==> config.mk <==
export PLATFORM = sky130hd
export DESIGN_NAME = pipe_latch_elastic
export DESIGN_NICKNAME = d
export VERILOG_FILES = /design/src/rtl/pipe_latch_elastic.sv
export SDC_FILE = /design/constraint.sdc
export NUM_CORES = 1
export LEC_CHECK = 0
export BUFFER_PORTS_ARGS = -buffer_cell sky130_fd_sc_hd__buf_2
export CORE_MARGIN = 2
export CORE_UTILIZATION = 29
export CTS_BUF_LIST = sky130_fd_sc_hd__clkbuf_16
export DETAILED_ROUTE_END_ITERATION = 8
export PLACE_DENSITY_LB_ADDON = 0.25
export SLEW_MARGIN = 20
export SYNTH_ARGS = -nofsm -noshare
export SYNTH_HDL_FRONTEND = slang
export SYNTH_SLANG_ARGS = --single-unit
==> constraint.sdc <==
create_clock -name clk -period 23.9 [get_ports clk]
set_input_delay 1.195 -clock clk [delete_from_list [all_inputs] [get_ports clk]]
set_output_delay 1.195 -clock clk [all_outputs]
set_load 0.01 [all_outputs]
==> src/rtl/pipe_latch_elastic.sv <==
// Elastic inter-stage pipeline latch: main entry plus one skid entry, registered upstream stall,
// bubble collapse, flush and a saturating stall-cycle counter.
module pipe_latch_elastic #(
    parameter int WIDTH      = 270,
    parameter bit CLEAR_DATA = 1'b0,
    parameter int PERF_W     = 16
) (
    input  logic              clk,
    input  logic              rst,
    input  logic [WIDTH-1:0]  i_data,
    input  logic              i_v,
    output logic              o_stall_up,
    output logic [WIDTH-1:0]  o_data,
    output logic              o_v,
    input  logic              i_stall_dn,
    input  logic              i_flush,
    output logic [PERF_W-1:0] o_stall_cnt
);

    // Encoding is {main_v, skid_v}, so the valids and the upstream stall come straight off flops.
    typedef enum logic [1:0] {
        S_EMPTY = 2'b00,
        S_ONE   = 2'b10,
        S_FULL  = 2'b11
    } state_t;

    state_t             r_state;
    logic [WIDTH-1:0]   r_main_data;
    logic [WIDTH-1:0]   r_skid_data;
    logic [PERF_W-1:0]  r_stall_cnt;

    logic w_main_v;
    logic w_skid_v;
    logic w_accept;
    logic w_drain;

    assign w_main_v = r_state[1];
    assign w_skid_v = r_state[0];
    assign w_accept = i_v & ~w_skid_v;
    assign w_drain  = w_main_v & ~i_stall_dn;

    always_ff @(posedge clk or posedge rst) begin
        if (rst) begin
            r_state     <= S_EMPTY;
            r_main_data <= '0;
            r_skid_data <= '0;
        end else if (i_flush) begin
            r_state <= S_EMPTY;
            if (CLEAR_DATA) begin
                r_main_data <= '0;
                r_skid_data <= '0;
            end
        end else begin
            case (r_state)
                S_EMPTY: begin
                    if (w_accept) begin
                        r_main_data <= i_data;
                        r_state     <= S_ONE;
                    end
                end
                S_ONE: begin
                    if (w_drain && w_accept) begin
                        r_main_data <= i_data;
                    end else if (w_drain) begin
                        r_state <= S_EMPTY;
                    end else if (w_accept) begin
                        r_skid_data <= i_data;
                        r_state     <= S_FULL;
                    end
                end
                S_FULL: begin
                    // Upstream was stalled this cycle, so only the skid entry moves forward.
                    if (w_drain) begin
                        r_main_data <= r_skid_data;
                        r_state     <= S_ONE;
                    end
                end
                default: r_state <= S_EMPTY;
            endcase
        end
    end

    // Counts regardless of flush: a stalled valid in the flush cycle still cost a cycle.
    always_ff @(posedge clk or posedge rst) begin
        if (rst) begin
            r_stall_cnt <= '0;
        end else if (w_main_v && i_stall_dn && (r_stall_cnt != {PERF_W{1'b1}})) begin
            r_stall_cnt <= r_stall_cnt + 1'b1;
        end
    end

    assign o_v         = w_main_v;
    assign o_stall_up  = w_skid_v;
    assign o_data      = r_main_data;
    assign o_stall_cnt = r_stall_cnt;

endmodule

==> out/qor.yml, run 1 <==
status: "finished, final reports clean"
worst_slew_pin_slew_ns: 1.11
hp-start: "o_data[221]$_DFFE_PP0P_"
routedWlPerCell_um: 18.2
p_sw_share_pct: 34.6
synthCells: 1830
ff2ff_path_depth: 7
cp_cell_sequence: "buf_2, nand2b_2, o21ai_1, nand3_4, buf_4, buf_4, buf_4, o21ai_0"
synthTopCellsByCount: "558 x dfrtp_1, 277 x nand2_1, 272 x mux2i_1"
yosys.area_share.simple_pct: 5.35
ir_worst_vdd_v: 0.0000558
core_um2: 79300
r2r_start: "r_state[1]$_DFFE_PP0P_"
tns_ns: 0
synthAdderAreaFrac_pct: 0.323
slew_headroom_pct: 26.3
cts.sinks: 558
synth_top_family_by_area: "multiplexers"
drtIter0Drc: 739
num_vias: 15900
cp.depth: 8
io_pins: 563
placed_cell_area_um2: 26900
antenna_left: 0
cts_root_buffer: "clkbuf_16"
nets: 2644
cp.buffers_inverters: 4
postCtsSetupBuffers: 0
finClkSkew_ns: 0.0231
ctsHoldBuffers: 0
p_sw_mw: 1.28
synth_xor_area_share_pct: 0.602
design_area_um2: 29100
clk_path_buf_depth: 3
area_growth_pct: 25.0
numPortBuffers: 562
synth_seq_area_share_pct: 60.0
vias_per_cell: 4.56
p_comb_share_pct: 29.9
hold_path.class: "reg -> reg"
antenna_found_initial: 29
ys_types: 33
min_period_ns: 4.54
yosys.area.top_type: "dfrtp_1"
grtUsageTotal_pct: 15.0
die_w_um: 287
p_per_area_nw_per_um2: 127
drv_cap: 0
grt_pass1_vias: 16600
initial_core_util_pct: 29.4
cpPeakStageDelay_ns: 0.84
top_usage_layer: "met2"
dr.pass1.iters: 4
tritoncts: "done"
use_met1_pct: 16.7
post-dp-hpwl_um: 43700
crit_type: "in -> reg"
reg2reg_slack_ns: 19.40
synth_compound_area_share_pct: 5.98
min_to: "o_data[221]$_DFFE_PP0P_"
leakage_nw: 13.3
yosysTopAreaCellShare_pct: 60.0
ys_ff_latch: 558
synth_nets: 2111
hold_viol_final: 0
worstSetupEndpointType: "flip-flop"
critPathLaunchType: "input port"
p_clk_share_pct: 26.0
period_share_pct: 19.0
layout-drive-gt1-share_pct: 31.1
drc_errors: 0
setup_viol: 0
timing.critical_path.mode_cell: "buf_4"
cts-resized-gates: 0
seqPwrFrac_pct: 44.1
clk_pin_slew_ns: 0.06
synth_area_um2: 23300
synth.most_common_cell: "dfrtp_1"
grt_pass1_wl_um: 96900
fmax_ghz: 0.220
gp_congestion: 0.824
slew_viol_final: 0
dieArea_um2: 82500
rsz0062_at_grt: "false"
grtUsageMet2_pct: 25.8
synthArstFlopShare_pct: 100
required_ns: 24.33
synth_top_cells_by_area: "dfrtp_1 60%, mux2i_1 12%, mux2_1 9.7%, nand2_1 4.5%, o21ai_1 4.3%"
grtUsageMet3_pct: 4.29
cts_inserted_buffers: 67
critPathSlowestCell: "buf_4"
crit_fanout: 100
clock_latency_ns: 0.61
yosys_warnings: 0
grt_overflow: 0
die_h_um: 287
p_int_mw: 2.42
avgSynthCellArea_um2: 12.7
synthFlopType: "dfrtp_1"
worstHoldPathCells: 2
finalWirelength_um: 63400
crit_arrival_ns: 4.97
fp-row-count: 103
timing.rr.end: "o_data[225]$_DFFE_PP0P_"
synth-edff-count: 0
crit_family: "buffers and inverters"
synthMuxAreaShare_pct: 24.8
grt_start_max_net_pins: 160
htreeDepth: 3
## how the worst max path moves through the flow
stage	startpoint	to	slack, ns
after floorplan	rst	o_data[0]$_DFFE_PP0P_	7.10
after global placement	i_stall_dn	o_data[227]$_DFFE_PP0P_	18.80
after detailed placement	i_stall_dn	o_data[225]$_DFFE_PP0P_	18.69
after CTS	r_state[1]$_DFFE_PP0P_	o_data[225]$_DFFE_PP0P_	19.33
after global routing	r_state[1]$_DFFE_PP0P_	o_data[225]$_DFFE_PP0P_	18.96
final	i_stall_dn	o_data[225]$_DFFE_PP0P_	19.36
## per-layer routing
layer,up-vias,share of wire (%)
met1,7893,38
met2,388,51
met5,-,0.14
met4,14,4.4
met3,138,6.1
li1,7443,-
## through the flow
stage          util, %  setup slack (ns)  hold slack, ns  cells  power [mW]
6_report          36.7             19.36           0.474   3481        3.70
5_1_grt           36.7             18.96           0.496   3480        3.96
4_1_cts           36.6             19.33           0.479   3459        3.76
3_5_place_dp      34.0             18.69           0.466   3342        2.78
3_3_place_gp      34.0             18.80           0.457   3342        2.72
2_1_floorplan        -              7.10           0.464   1830        2.32
## layout make-up
| cell class | count | area [um^2] |
|---|---|---|
| fill | 7830 | 50200 |
| inverter | 3 | 18.8 |
| sequential | 558 | 14000 |
| clock inverter | 50 | 399 |
| antenna | 20 | 50.0 |
| clock buffer | 67 | 1680 |
| timing repair buffer | 582 | 3010 |
| multi-input combinational | 1151 | 8650 |
| tap | 1050 | 1310 |
## power by group through the flow
stage	combinational (mW)	clock, mW	sequential (mW)
after global placement	1.10	0	1.62
after detailed placement	1.13	0	1.65
after floorplan	0.602	0	1.71
final	1.11	0.962	1.63
after global routing	1.23	1.04	1.69
after CTS	1.13	0.997	1.64
## logic make-up (layout without fill, tap and decap cells)
| family | after synthesis | count (layout) |
|---|---|---|
| flops | 558 | 558 |
| compound gates | 275 | 275 |
| other cells | 0 | 20 |
| simple gates | 311 | 311 |
| xor+xnor | 16 | 16 |
| buf+inv | 121 | 702 |
| mux | 543 | 543 |
| fa+ha+maj | 6 | 6 |
## sequential cells by signal, summed over array words and instances, names as in the netlist
register and count:
r_skid_data 270, o_data 270, r_state 2, o_stall_cnt 16
## cell usage in the layout, fill, tap and decap left out, drive strengths merged, types with 2 or more instances in the layout
cell type / n
clkbuf: 67
nor2: 9
diode: 20
inv: 20
mux2: 271
clkinvlp: 3
clkinv: 28
nand3: 10
buf: 582
o21ai: 271
nand2: 278
nand4: 5
nand2b: 2
bufinv: 2
ha: 6
xnor2: 13
dfrtp: 558
and3: 3
xor2: 3
mux2i: 272
## worst min-delay path: cells and delay by family (launching register included)
kind             cells  cell delay, ns
flip-flops           1            0.34
AO/OA/AOI/OAI        1            0.06
AND/OR/NAND/NOR      1            0.04
Power figures use the tool's default switching activity.
==> run 2, diff against run 1 <==
==> constraint.sdc (replaced) <==
create_clock -name clk -period 4.7 [get_ports clk]
set_input_delay 0.235 -clock clk [delete_from_list [all_inputs] [get_ports clk]]
set_output_delay 0.235 -clock clk [all_outputs]
set_load 0.01 [all_outputs]
==> run 2 against run 1 <==
Against the previous run:
- sequential cell count unchanged
- final cell count increased by 7.4%
- core utilization increased by 3.4 points
- power increased to 5.1 times the previous value
- sequential power increased to 5.1 times the previous value
- clock skew increased by 0.0057 ns
- first-iteration DRC count increased by 7.4%
- non-clock buffer count increased by 276
==> out/qor.yml, run 2 (same netlist as run 1, synthesis figures left out) <==
initial_core_util_pct: 29.4  # unchanged
rsz0062_at_grt: "false"
clock_latency_ns: 0.59  # -0.02 ns
period_share_pct: 64.8
slew_headroom_pct: 20.1  # -6.2 points
setup_viol: 0  # unchanged
antenna_found_initial: 5  # -83%
placedCellCount: 3348  # +0.18%
final_common_cell: "buf_2"
cts_inserted_buffers: 66  # -1.5%
crit_type: "reg -> reg"
hold_viol_final: 0  # unchanged
vias_per_cell: 4.51  # -1.2%
worst_slew_pin_slew_ns: 1.20  # +0.0931 ns
crit_fanout: 85  # -15%
grt_pass1_wl_um: 99400  # +2.5%
clk_path_buf_depth: 3  # unchanged
core_um2: 79300  # unchanged
p_clk_share_pct: 25.6  # -0.4 points
fp-row-count: 103  # unchanged
tns_ns: 0  # unchanged
p_sw_mw: 6.45  # +400%
fmax_ghz: 0.328
postCtsSetupBuffers: 0  # unchanged
cts.sinks: 558  # unchanged
tritoncts: "done"
die_h_um: 287  # unchanged
die_w_um: 287  # unchanged
cpPeakStageDelay_ns: 0.79  # -0.05 ns
crit_arrival_ns: 3.51  # -1.46 ns
grt_overflow: 0  # unchanged
status: "finished, final reports clean"
setup_slack_ns: 1.65  # -17.70 ns
worstSetupEndpointType: "flip-flop"
crit_family: "buffers and inverters"
io_pins: 563  # unchanged
grt_pass1_vias: 17800  # +7.0%
leakage_nw: 14.5  # +8.8%
critPathLaunchType: "flip-flop"
num_vias: 16900  # +6.1%
gp_congestion: 0.771  # -6.4%
cp_cell_sequence: "inv_1, ha_1, nor3b_2, nand2_8, buf_4, mux2_2"
numPortBuffers: 562  # unchanged
slew_viol_final: 0  # unchanged
dr.pass1.iters: 5  # +1
drc_errors: 0  # unchanged
p_sw_share_pct: 33.9  # -0.74 points
clk_pin_slew_ns: 0.06  # about the same
hold_path.class: "in -> reg"
seqPwrFrac_pct: 43.7  # -0.4 points
routedWlPerCell_um: 17.2  # -5.8%
area_growth_pct: 36.6
dieArea_um2: 82500  # unchanged
finClkSkew_ns: 0.0288  # +0.00569 ns
p_per_area_nw_per_um2: 599  # +370%
post-place-ws_ns: 1.63  # -17.06 ns
final_cell_mix: "562 x buf_2, 558 x dfrtp_1, 277 x nand2_1"
p_comb_share_pct: 30.6  # +0.7 points
required_ns: 5.16  # -19.17 ns
grtUsageTotal_pct: 15.1  # +0.18 points
post-dp-hpwl_um: 43000  # -1.5%
fin_util_pct: 40.1  # +3.4 points
grt_start_max_net_pins: 169  # +5.6%
cts_root_buffer: "clkbuf_16"
ir_worst_vdd_v: 0.000294  # +430%
htreeDepth: 3  # unchanged
min_period_ns: 3.05
cp.buffers_inverters: 2  # -2
critPathLaunch: "r_state[0]$_DFFE_PP0P_"
drv_cap: 0  # unchanged
finalWirelength_um: 64100  # +1.2%
nets: 2919  # +10%
drtIter0Drc: 794  # +7.4%
antenna_left: 0  # unchanged
p_int_mw: 12.6  # +420%
hp-start: "i_stall_dn"
layout-drive-gt1-share_pct: 27.8  # -3.3 points
r2r_start: "r_state[0]$_DFFE_PP0P_"
fin_cells: 3738  # +7.4%
critPathSlowestCell: "buf_4"
[run 2: cell count changes in the layout (fill, tap and decap cells not counted), sizes merged]
| cell | previous run | this run |
|---|---|---|
| clkinvlp | 3 | 1 |
| buf | 582 | 586 |
| bufinv | 2 | 5 |
| inv | 20 | 23 |
| dlygate4sd3 | 0 | 272 |
| clkinv | 28 | 21 |
| diode | 20 | 4 |
[run 2: power groups by stage]
stage / Clock, mW / Sequential (mW) / Combinational, mW
after floorplan: 0 / 8.72 / 3.06
after global placement: 0 / 8.27 / 5.58
after detailed placement: 0 / 8.40 / 5.77
after CTS: 5.09 / 8.33 / 5.96
after global routing: 5.29 / 8.62 / 6.47
final: 4.89 / 8.33 / 5.84
[run 2: worst min-delay path: cells and delay by family]
kind                   cells  cell delay [ns]
AND/OR/NAND/NOR            2             0.29
buffers and inverters      1             0.11
XOR/XNOR                   1             0.06
[run 2: per-layer routing]
layer  GRT usage [%]  routed length, um
met3            3.44               3330
met5               0                 16
met1            18.1              26000
met4            6.60               2760
met2            26.0              32000
[run 2: final cells by class]
| cell class | instances | area (um^2) |
|---|---|---|
| sequential | 558 | 14000 |
| fill | 7629 | 47500 |
| antenna | 4 | 10.0 |
| timing repair buffer | 858 | 5800 |
| multi-input combinational | 1151 | 8650 |
| tap | 1050 | 1310 |
| clock buffer | 67 | 1680 |
| clock inverter | 47 | 368 |
| inverter | 3 | 15.0 |
[run 2: worst paths after layout]
check / endpoint / slack, ns / cells after the start
max in group asynchronous: o_data[61]$_DFFE_PP0P_ / 2.90 / 4
hold reg to reg: o_data[234]$_DFFE_PP0P_ / 0.47 / 2
hold / removal: o_stall_cnt[3]$_DFFE_PP0P_ / 0.15 / 4
setup / recovery: r_skid_data[178]$_DFFE_PP0P_ / 1.65 / 6
setup reg to reg: r_skid_data[178]$_DFFE_PP0P_ / 1.65 / 6
min in group asynchronous: o_data[184]$_DFFE_PP0P_ / 0.35 / 3
[run 2: repair_timing]
| action | in CTS | in global routing |
|---|---|---|
| resized for setup | 0 | 0 |
| hold buffers | 272 | 0 |
| hold endpoints to repair | 554 | 0 |
[run 2: through the flow]
step | hold slack [ns] | cell area, um^2 | total power [mW]
4_1_cts | 0.118 | 31800 | 19.4
5_1_grt | 0.194 | 31800 | 20.4
3_5_place_dp | 0.438 | 27000 | 14.2
3_3_place_gp | 0.418 | 27000 | 13.9
2_1_floorplan | 0.301 | 23300 | 11.8
6_report | 0.150 | 31800 | 19.1
==> run 3, diff against run 2 <==
==> constraint.sdc (replaced) <==
create_clock -name clk -period 2.55 [get_ports clk]
set_input_delay 0.1275 -clock clk [delete_from_list [all_inputs] [get_ports clk]]
set_output_delay 0.1275 -clock clk [all_outputs]
set_load 0.01 [all_outputs]
==> run 3 against run 2 <==
Against the previous run:
- sequential share of layout area shrank 0.37 points
- combinational power grew 85%
- wire length grew 1.6%
- clock-buffer cell count grew 1
- fmax grew 29%
- via count grew 0.15%
- first-iteration DRC count shrank 16%
- clock power grew 80%
- largest cell class unchanged
- highest routed layer is now met4
==> out/qor.yml, run 3 (same netlist as run 1, synthesis figures left out) <==
crit_fanout: 47  # -45%
multi_input_area_um2: 8650  # unchanged
cts_inserted_buffers: 67  # +1.5%
grtUsageMet2_pct: 27.2  # +1.1 points
tritoncts: "done"
finalWirelength_um: 65100  # +1.6%
seqCellArea_um2: 14000  # unchanged
min_period_ns: 2.37  # -0.677 ns
core_um2: 79300  # unchanged
grt_pass1_wl_um: 102000  # +3.0%
cts-resized-gates: 0  # unchanged
clk_path_buf_depth: 3  # unchanged
area_growth_pct: 37.8
clock_latency_ns: 0.58  # about the same
final_cell_mix: "562 x buf_2, 558 x dfrtp_1, 277 x nand2_1"
io_pins: 563  # unchanged
fp-row-count: 103  # unchanged
drc_errors: 0  # unchanged
p_clk_share_pct: 25.1  # -0.5 points
dieArea_um2: 82500  # unchanged
placed_cell_area_um2: 27300  # +1.2%
die_h_um: 287  # unchanged
design_area_um2: 32100  # +0.84%
layout-drive-gt1-share_pct: 28.5  # +0.70 points
hold_path.class: "in -> reg"
fin_util_pct: 40.5  # +0.34 points
final_common_cell: "buf_2"
num_vias: 16900  # +0.15%
top_usage_layer: "met2"
htreeDepth: 3  # unchanged
fill_cells: 7595  # -0.45%
slew_headroom_pct: 55.9  # +36 points
ir_worst_vdd_v: 0.000557  # +89%
gp_congestion: 0.810  # +5.2%
clk_pin_slew_ns: 0.06  # about the same
setup_viol: 0  # unchanged
p_sw_share_pct: 34.0  # +0.14 points
hold_ws_ns: 0.0745  # -0.0756 ns
worstSetupEndpointType: "flip-flop"
p_sw_mw: 11.9  # +85%
status: "finished, final reports clean"
use_met1_pct: 18.5  # +0.39 points
drv_cap: 0  # unchanged
finClkSkew_ns: 0.0193  # -0.00949 ns
seqPwrFrac_pct: 44.1  # +0.4 points
grt_start_max_net_pins: 128  # -24%
required_ns: 3.01  # -2.15 ns
initial_core_util_pct: 29.4  # unchanged
crit_type: "reg -> reg"
die_w_um: 287  # unchanged
grtUsageMet3_pct: 3.24  # -0.21 points
grt_overflow: 0  # unchanged
routedWlPerCell_um: 17.3  # +1.1%
fmax_ghz: 0.422  # +29%
slew_viol_final: 0  # unchanged
rsz0062_at_grt: "false"
antenna_found_initial: 3  # -2
leakage_nw: 14.6  # +0.92%
dr.pass1.iters: 4  # -1
vias_per_cell: 4.49  # -0.33%
cts_root_buffer: "clkbuf_16"
grt_pass1_vias: 18400  # +3.5%
period_share_pct: 92.9  # +28 points
p_per_area_nw_per_um2: 1090  # +83%
numPortBuffers: 562  # unchanged
critPathLaunchType: "flip-flop"
crit_arrival_ns: 2.82  # -0.69 ns
post-dp-hpwl_um: 45200  # +5.2%
cts.sinks: 558  # unchanged
postCtsSetupBuffers: 0  # unchanged
p_int_mw: 23.2  # +84%
grtUsageTotal_pct: 15.6  # +0.46 points
worst_slew_pin_slew_ns: 0.660  # -0.538 ns
hold_viol_final: 0  # unchanged
ctsHoldBuffers: 272  # unchanged
drtIter0Drc: 666  # -16%
antenna_left: 0  # unchanged
nets: 2943  # +0.82%
p_comb_share_pct: 30.7  # about the same
==> run 3: changes by cell type in the layout (fill, tap and decap cells not counted), sizes merged <==
cell and change:
inv -2, bufinv -2, clkbuf +1, buf +23, clkinv -2
==> run 3: power groups by stage <==
stage / combinational (mW) / sequential (mW) / clock (mW)
after floorplan: 5.64 / 16.1 / 0
after detailed placement: 10.6 / 15.6 / 0
after global placement: 10.3 / 15.4 / 0
after global routing: 12.0 / 16.0 / 9.51
final: 10.8 / 15.5 / 8.82
after CTS: 11.0 / 15.5 / 9.15
==> run 3: final timing paths <==
path | slack (ns) | end | start | depth (start not counted)
max | 0.18 | r_skid_data[217]$_DFFE_PP0P_ | r_state[0]$_DFFE_PP0P_ | 6
min | 0.07 | o_stall_cnt[3]$_DFFE_PP0P_ | i_stall_dn | 4
max reg2reg | 0.18 | r_skid_data[217]$_DFFE_PP0P_ | r_state[0]$_DFFE_PP0P_ | 6
min reg2reg | 0.48 | o_data[224]$_DFFE_PP0P_ | o_data[224]$_DFFE_PP0P_ | 2
max in group asynchronous | 1.32 | r_skid_data[89]$_DFFE_PP0P_ | rst | 4
min in group asynchronous | 0.21 | r_skid_data[211]$_DFFE_PP0P_ | rst | 3
==> run 3: metal layers <==
layer,share of wire (%),vias up
li1,-,8036
met1,41,8306
met2,50,393
met3,4.7,142
met4,4.4,0
met5,0,-
==> run 3: layout make-up <==
cell class | count | area share, %
tap | 1050 | 4.10
timing repair buffer | 881 | 19.1
clock buffer | 68 | 5.31
antenna | 4 | 0.0312
multi-input combinational | 1151 | 27.0
inverter | 3 | 0.0468
clock inverter | 41 | 0.897
sequential | 558 | 43.5
==> run 3: worst max-delay path: stages (launching register included) <==
cell and delay (ns):
dfrtp_1 0.44, inv_1 0.13, ha_1 0.22, nor3b_2 0.19, nand2_8 0.23, buf_4 0.58
mux2_2 0.40
==> run 3: metrics by stage <==
step | setup WS, ns | total power [mW] | setup TNS [ns] | instances
global route | 0.0247 | 37.5 | 0 | 3755
finish | 0.182 | 35.1 | 0 | 3756
detailed placement | 0.139 | 26.2 | 0 | 3371
floorplan | -5.17 | 21.7 | -2886.67 | 1830
global placement | 0.156 | 25.7 | 0 | 3371
CTS | 0.130 | 35.6 | 0 | 3752
